**src/rtl/exu_pkg.sv**
```systemverilog
`default_nettype none
// ============================================================================
// Package  : exu_pkg
// Brief    : Shared definitions for the execute-cluster multiply unit:
//            RV32M/RV64M multiply op encodings (funct3[1:0]), the operand
//            sign-select attributes and the helpers that derive them.
// Revision : 1.0 - initial release
// ============================================================================
package exu_pkg;

  localparam logic [1:0] MUL_OP_MUL    = 2'b00;
  localparam logic [1:0] MUL_OP_MULH   = 2'b01;
  localparam logic [1:0] MUL_OP_MULHSU = 2'b10;
  localparam logic [1:0] MUL_OP_MULHU  = 2'b11;

  // Signedness of each operand for one multiply op.
  typedef struct packed {
    logic rs1_signed;
    logic rs2_signed;
  } mul_sign_t;

  // rs1 is signed for MULH/MULHSU, rs2 only for MULH. MUL's low half does not
  // depend on signedness, so it uses the unsigned path.
  function automatic mul_sign_t mul_sign_sel(input logic [1:0] op);
    mul_sign_t s;
    s.rs1_signed = (op == MUL_OP_MULH) || (op == MUL_OP_MULHSU);
    s.rs2_signed = (op == MUL_OP_MULH);
    return s;
  endfunction

  // Every op except MUL returns the upper half of the product.
  function automatic logic mul_takes_high(input logic [1:0] op);
    return op != MUL_OP_MUL;
  endfunction

endpackage
`default_nettype wire

```
**src/rtl/mul_pipe_slice.sv**
```systemverilog
`default_nettype none
// ============================================================================
// Module   : mul_pipe_slice
// Brief    : One pipeline stage: a valid bit plus a payload register of any
//            packed type. Loads when i_load is high, holds otherwise; flush
//            clears the valid bit only; reset clears valid and payload.
// Ports    : clk, rstn (sync, active-low), i_flush, i_load,
//            i_valid/i_data (from the previous stage),
//            o_valid/o_data (registered stage contents)
// Revision : 1.0 - initial release
// ============================================================================
module mul_pipe_slice
  import exu_pkg::*;
#(
  parameter type PAYLOAD_T = logic
) (
  input  logic     clk,
  input  logic     rstn,
  input  logic     i_flush,
  input  logic     i_load,
  input  logic     i_valid,
  input  PAYLOAD_T i_data,
  output logic     o_valid,
  output PAYLOAD_T o_data
);

  logic     r_valid;
  PAYLOAD_T r_data;

  always_ff @(posedge clk) begin
    if (!rstn) begin
      r_valid <= 1'b0;
      r_data  <= '0;
    end else begin
      if (i_flush) begin
        r_valid <= 1'b0;
      end else if (i_load) begin
        r_valid <= i_valid;
      end
      // Payload is left untouched on flush; it is dead once valid drops.
      if (i_load && !i_flush) begin
        r_data <= i_data;
      end
    end
  end

  assign o_valid = r_valid;
  assign o_data  = r_data;

endmodule
`default_nettype wire

```
**src/rtl/mul_pipe_unit.sv**
```systemverilog
`default_nettype none
// ============================================================================
// Module   : mul_pipe_unit
// Brief    : Fully pipelined RV32M/RV64M multiply unit (MUL/MULH/MULHSU/MULHU)
//            with valid/ready backpressure, bubble squeezing and flush.
//            rd, ROB tag and PC+4 travel with each op. Latency = STAGES.
// Ports    : clk, rstn (sync, active-low), flush
//            in_valid/in_ready, in_op, in_rs1, in_rs2, in_rd, in_rob, in_pc4
//            out_valid/out_ready, out_result, out_rd, out_rob, out_pc4
//            busy (any stage holds a valid op)
// Revision : 1.0 - initial release
// ============================================================================
module mul_pipe_unit
  import exu_pkg::*;
#(
  parameter int XLEN   = 32,
  parameter int STAGES = 3,
  parameter int RD_W   = 5,
  parameter int ROB_W  = 7
) (
  input  logic             clk,
  input  logic             rstn,
  input  logic             flush,
  input  logic             in_valid,
  output logic             in_ready,
  input  logic [1:0]       in_op,
  input  logic [XLEN-1:0]  in_rs1,
  input  logic [XLEN-1:0]  in_rs2,
  input  logic [RD_W-1:0]  in_rd,
  input  logic [ROB_W-1:0] in_rob,
  input  logic [XLEN-1:0]  in_pc4,
  output logic             out_valid,
  input  logic             out_ready,
  output logic [XLEN-1:0]  out_result,
  output logic [RD_W-1:0]  out_rd,
  output logic [ROB_W-1:0] out_rob,
  output logic [XLEN-1:0]  out_pc4,
  output logic             busy
);

  // Payload layouts depend on the module parameters, so they live here.
  // Stage 0 carries the extended operands; later stages carry the product.
  typedef struct packed {
    logic [1:0]       op;
    logic [XLEN:0]    opa;
    logic [XLEN:0]    opb;
    logic [RD_W-1:0]  rd;
    logic [ROB_W-1:0] rob;
    logic [XLEN-1:0]  pc4;
  } s0_payload_t;

  typedef struct packed {
    logic [1:0]        op;
    logic [2*XLEN-1:0] prod;
    logic [RD_W-1:0]   rd;
    logic [ROB_W-1:0]  rob;
    logic [XLEN-1:0]   pc4;
  } sk_payload_t;

  logic [STAGES-1:0]        w_v;
  logic [STAGES-1:0]        w_adv;
  mul_sign_t                w_sign;
  s0_payload_t              w_s0_d;
  s0_payload_t              w_s0_q;
  sk_payload_t              w_s1_d;
  sk_payload_t              w_sk_q [1:STAGES-1];
  sk_payload_t              w_last;
  logic signed [2*XLEN-1:0] w_mul_a;
  logic signed [2*XLEN-1:0] w_mul_b;

  // A stage may load when it is empty or when the stage after it moves.
  // Built in one process so the chain is a simple ripple from the output.
  always_comb begin
    w_adv = '0;
    w_adv[STAGES-1] = ~w_v[STAGES-1] | out_ready;
    for (int k = STAGES - 2; k >= 0; k--) begin
      w_adv[k] = ~w_v[k] | w_adv[k+1];
    end
  end

  // Operand extension to XLEN+1 bits in front of stage 0.
  assign w_sign = mul_sign_sel(in_op);

  always_comb begin
    w_s0_d     = '0;
    w_s0_d.op  = in_op;
    w_s0_d.opa = {w_sign.rs1_signed & in_rs1[XLEN-1], in_rs1};
    w_s0_d.opb = {w_sign.rs2_signed & in_rs2[XLEN-1], in_rs2};
    w_s0_d.rd  = in_rd;
    w_s0_d.rob = in_rob;
    w_s0_d.pc4 = in_pc4;
  end

  // Signed (XLEN+1)x(XLEN+1) multiply between stage 0 and stage 1. Operands
  // are sign-extended to the product width; modular arithmetic at 2*XLEN bits
  // yields exactly the low 2*XLEN bits of the full product.
  assign w_mul_a = {{(XLEN-1){w_s0_q.opa[XLEN]}}, w_s0_q.opa};
  assign w_mul_b = {{(XLEN-1){w_s0_q.opb[XLEN]}}, w_s0_q.opb};

  always_comb begin
    w_s1_d      = '0;
    w_s1_d.op   = w_s0_q.op;
    w_s1_d.prod = w_mul_a * w_mul_b;
    w_s1_d.rd   = w_s0_q.rd;
    w_s1_d.rob  = w_s0_q.rob;
    w_s1_d.pc4  = w_s0_q.pc4;
  end

  // Stage chain. Stages after the multiplier are plain registers so
  // synthesis retiming can spread the multiply across them.
  for (genvar k = 0; k < STAGES; k++) begin : g_stage
    if (k == 0) begin : g_in
      mul_pipe_slice #(.PAYLOAD_T(s0_payload_t)) u_slice (
        .clk     (clk),
        .rstn    (rstn),
        .i_flush (flush),
        .i_load  (w_adv[0]),
        .i_valid (in_valid),
        .i_data  (w_s0_d),
        .o_valid (w_v[0]),
        .o_data  (w_s0_q)
      );
    end else if (k == 1) begin : g_mul
      mul_pipe_slice #(.PAYLOAD_T(sk_payload_t)) u_slice (
        .clk     (clk),
        .rstn    (rstn),
        .i_flush (flush),
        .i_load  (w_adv[1]),
        .i_valid (w_v[0]),
        .i_data  (w_s1_d),
        .o_valid (w_v[1]),
        .o_data  (w_sk_q[1])
      );
    end else begin : g_carry
      mul_pipe_slice #(.PAYLOAD_T(sk_payload_t)) u_slice (
        .clk     (clk),
        .rstn    (rstn),
        .i_flush (flush),
        .i_load  (w_adv[k]),
        .i_valid (w_v[k-1]),
        .i_data  (w_sk_q[k-1]),
        .o_valid (w_v[k]),
        .o_data  (w_sk_q[k])
      );
    end
  end

  assign w_last = w_sk_q[STAGES-1];

  // Flush blocks both the accept and the delivery in the same cycle.
  assign in_ready   = w_adv[0] & ~flush;
  assign out_valid  = w_v[STAGES-1] & ~flush;
  assign out_result = mul_takes_high(w_last.op) ? w_last.prod[2*XLEN-1:XLEN]
                                                : w_last.prod[XLEN-1:0];
  assign out_rd     = w_last.rd;
  assign out_rob    = w_last.rob;
  assign out_pc4    = w_last.pc4;
  assign busy       = |w_v;

endmodule
`default_nettype wire
```
**config.mk**
```make
export PLATFORM = sky130hd
export DESIGN_NAME = mul_pipe_unit
export DESIGN_NICKNAME = d
export VERILOG_FILES = /design/src/rtl/exu_pkg.sv /design/src/rtl/mul_pipe_slice.sv /design/src/rtl/mul_pipe_unit.sv
export SDC_FILE = /design/constraint.sdc
export NUM_CORES = 2
export LEC_CHECK = 0
export CAP_MARGIN = 0
export CORE_MARGIN = 3
export CORE_UTILIZATION = 55
export DETAILED_ROUTE_END_ITERATION = 10
export PLACE_DENSITY = 0.76
export SYNTH_ARGS = -nofsm -noshare
export SYNTH_HDL_FRONTEND = slang
export SYNTH_HIERARCHICAL = 1
export SYNTH_SLANG_ARGS = --single-unit
```
**constraint.sdc**
```tcl
create_clock -name clk -period 7.3 [get_ports clk]
set_input_delay 1.095 -clock clk [delete_from_list [all_inputs] [get_ports clk]]
set_output_delay 1.095 -clock clk [all_outputs]
set_load 0.02 [all_outputs]
```
==> impl_metrics.toml <==
[outcome]
outcome = "finished, violations left"
violations = "negative setup slack"

[clock_tree]
cts_buffer_depth = 3
cts_tree = "done"
clock_sinks = 335
numCtsBuffers = 41
clock_latency_ns = 0.62
clock-root-buffer = "clkbuf_16"
htreeDepth = 2
hold_buffers = 0
clk_pin_slew_ns = 0.06

[worst_hold_path]
min-delay-start = "g_stage[1].g_mul.u_slice/o_data[73]$_SDFFE_PN0P_"
min_path_type = "register to register"

[routing]
dr.pass1.iters = 6
vias = 38800
routed_wl_um = 136000
avgViaCountPerCell = 5.31
drc = 0
postRouteAntennaNets = 0
wl_per_cell_um = 18.6
drt_iter0_markers = 2823

[setup_path]
cp.required_ns = 7.80
slowest_delay_ns = 0.54
path_class = "register to register"
critPathArrivalTime_ns = 8.12
crit_path_max_fanout = 4
timing.rr.start = "g_stage[0].g_in.u_slice/o_data[44]$_SDFFE_PN0P_"
crit_start = "g_stage[0].g_in.u_slice/o_data[44]$_SDFFE_PN0P_"
cp_common_cell = "fa_1"
slowest_stage = "fa_1"
endpoint_kind = "register"
startpoint_type = "register"

[timing]
finalCritPeriodShare = 1.04
setup_viol = 25
period_needed_ns = 7.63
max-slew-margin-rel = 0.342
rsz0062_at_grt = "yes"
timing.fmax_ghz = 0.131
finalMaxSlewViolations = 0
fin_ws_ns = -0.327
tightestPinTransition_ns = 0.986
finalHoldViolCount = 0
fin_setup_tns_ns = -3.70
clock_skew_ns = 0.0645

[final_layout]
fin_cells = 7306
fin_nets = 7475
drive_gt1_frac = 0.135
layout_common_cells = "1208 x nand2_1, 1097 x fa_1, 1062 x inv_1"
areaGrowthSynthToFinish_pct = 16.6
final_common_cell = "nand2_1"
postLayoutCellArea_mm2 = 0.0610
postLayoutCoreUtil = 0.651

[global_routing]
gr-usage-all-layers = 0.278
antenna_found_initial = 2
grt_pass1_wl_um = 218000
grt-ovfl-total = 0
grt_pass1_vias = 41700
grt_max_degree = 246

[logic_synthesis]
yosysTopAreaCell = "fa_1"
synthCells = 5642
avgSynthCellArea_um2 = 9.27
synth_nets = 7095
synth-edff-count = 0
seq_area_frac_synth = 0.128
synth_area_mm2 = 0.0523
synth_top_area_frac = 0.431
yosys_warnings = 6
ys_types = 69
yosys_most_used_dff = "dfxtp_1"
async_reset_ff_frac = 0
synth-seq-cells = 335
synthTopCellsByArea = "fa_1 43%, dfxtp_1 13%, nand2_1 8.7%"

[placement]
place_area_mm2 = 0.0579
port_buffers = 193
dp_hpwl_um = 108000
dpl.cell_count = 7181
gp_congestion = 0.918

[die]
boundaryPins = 194
core-area_mm2 = 0.0937
dieArea_mm2 = 0.0988
die_h_um = 314
die_w_um = 314
row_count = 112
start_util = 0.558

[pwr]
peakVddDrop_uv = 207
power_mw = 10.7
p_per_area_mw_per_mm2 = 175
p_leak_nw = 30.0

[run]
drv_cap = 0
## flip-flops by register name, summed over array words and instances, names as in the netlist
register,cells
g_stage.g_carry.u_slice/o_data,110
g_stage.g_mul.u_slice/o_valid,1
g_stage.g_carry.u_slice/o_valid,1
g_stage.g_in.u_slice/o_valid,1
g_stage.g_mul.u_slice/o_data,110
g_stage.g_in.u_slice/o_data,112
## cell families (layout without fill, tap and decap cells)
family / after synthesis / after routing / synth area share
compound gates: 193 / 193 / 0.0246
xor+xnor: 76 / 76 / 0.0127
fa+ha+maj: 1338 / 1338 / 0.482
buf+inv: 1423 / 1831 / 0.114
flops: 335 / 335 / 0.128
mux: 367 / 367 / 0.0710
other cells: 0 / 2 / 0
simple gates: 1910 / 1910 / 0.168
## Yosys cell counts, types with 16 or more instances
library cell and n:
dfxtp_1 335, o21ai_0 28, ha_1 213, nand3_1 18, and2_1 549, a21o_1 29, nor2_1 43, clkbuf_1 228
a21oi_1 57, mux2i_1 335, mux2_2 32, nor2b_1 28, xnor2_1 60, xor2_1 16, buf_2 60, buf_12 23
inv_1 1092, fa_1 1125, nand2_1 1216
## metal layers
| metal | part of all wire | GRT usage | vias to the layer above |
|---|---|---|---|
| met2 | 0.50 | 0.480 | 1392 |
| li1 | - | - | 17300 |
| met5 | 0 | 0 | - |
| met3 | 0.066 | 0.0332 | 343 |
| met4 | 0.050 | 0.123 | 0 |
| met1 | 0.38 | 0.351 | 19700 |
## path summary, 6_finish.rpt
| path | slack [ns] | end | depth (start not counted) |
|---|---|---|---|
| worst max-delay path | -0.33 | g_stage[1].g_mul.u_slice/o_data[91]$_SDFFE_PN0P_ | 28 |
| worst min-delay path | 0.44 | g_stage[2].g_carry.u_slice/o_data[73]$_SDFFE_PN0P_ | 2 |
| worst max register to register | -0.33 | g_stage[1].g_mul.u_slice/o_data[91]$_SDFFE_PN0P_ | 28 |
| worst min register to register | 0.44 | g_stage[2].g_carry.u_slice/o_data[73]$_SDFFE_PN0P_ | 2 |
## final cells by class
class	instances	area (um^2)
Tap cell	1254	1570
Antenna cell	2	5.00
Clock inverter	17	188
Clock buffer	54	1150
Timing Repair Buffer	668	6640
Sequential cell	335	6830
Fill cell	7142	32700
Multi-Input combinational cell	3884	40500
Inverter	1092	4100
## where the power goes
part           internal, mW  total (mW)  switching (mW)  leakage, nW
registers              2.03        2.18           0.147         2.76
clock network          1.13        2.05           0.916        0.639
logic                  2.92        6.43            3.51         26.6
## repair_timing
| item | 4_1_cts | 5_1_grt |
|---|---|---|
| setup buffers | 12 | 34 |
| setup endpoints to repair | 33 | 37 |
| gates cloned | 2 | 4 |
| pin swaps | 73 | 105 |
| resized for setup | 144 | 175 |
## per-stage QoR
step                      hold WS (ns)  setup WS [ns]
after floorplan                  0.431        -0.0646
after global placement           0.440         -0.325
after detailed placement         0.445         -0.473
after CTS                        0.437         -0.245
after global routing             0.469         -0.518
final                            0.441         -0.327
## critical path: cells and delay by family (launching register included)
family,cells,cell delay [ns]
muxes,1,0.15
xor gates and xnor gates,1,0.14
buffers and inverters,7,0.44
AOI/OAI and AO/OA,6,1.61
adders and majority gates,9,4.24
and+or+nand+nor,4,0.57
DFF,1,0.37
Note: power is estimated with default switching activity, not from simulation.
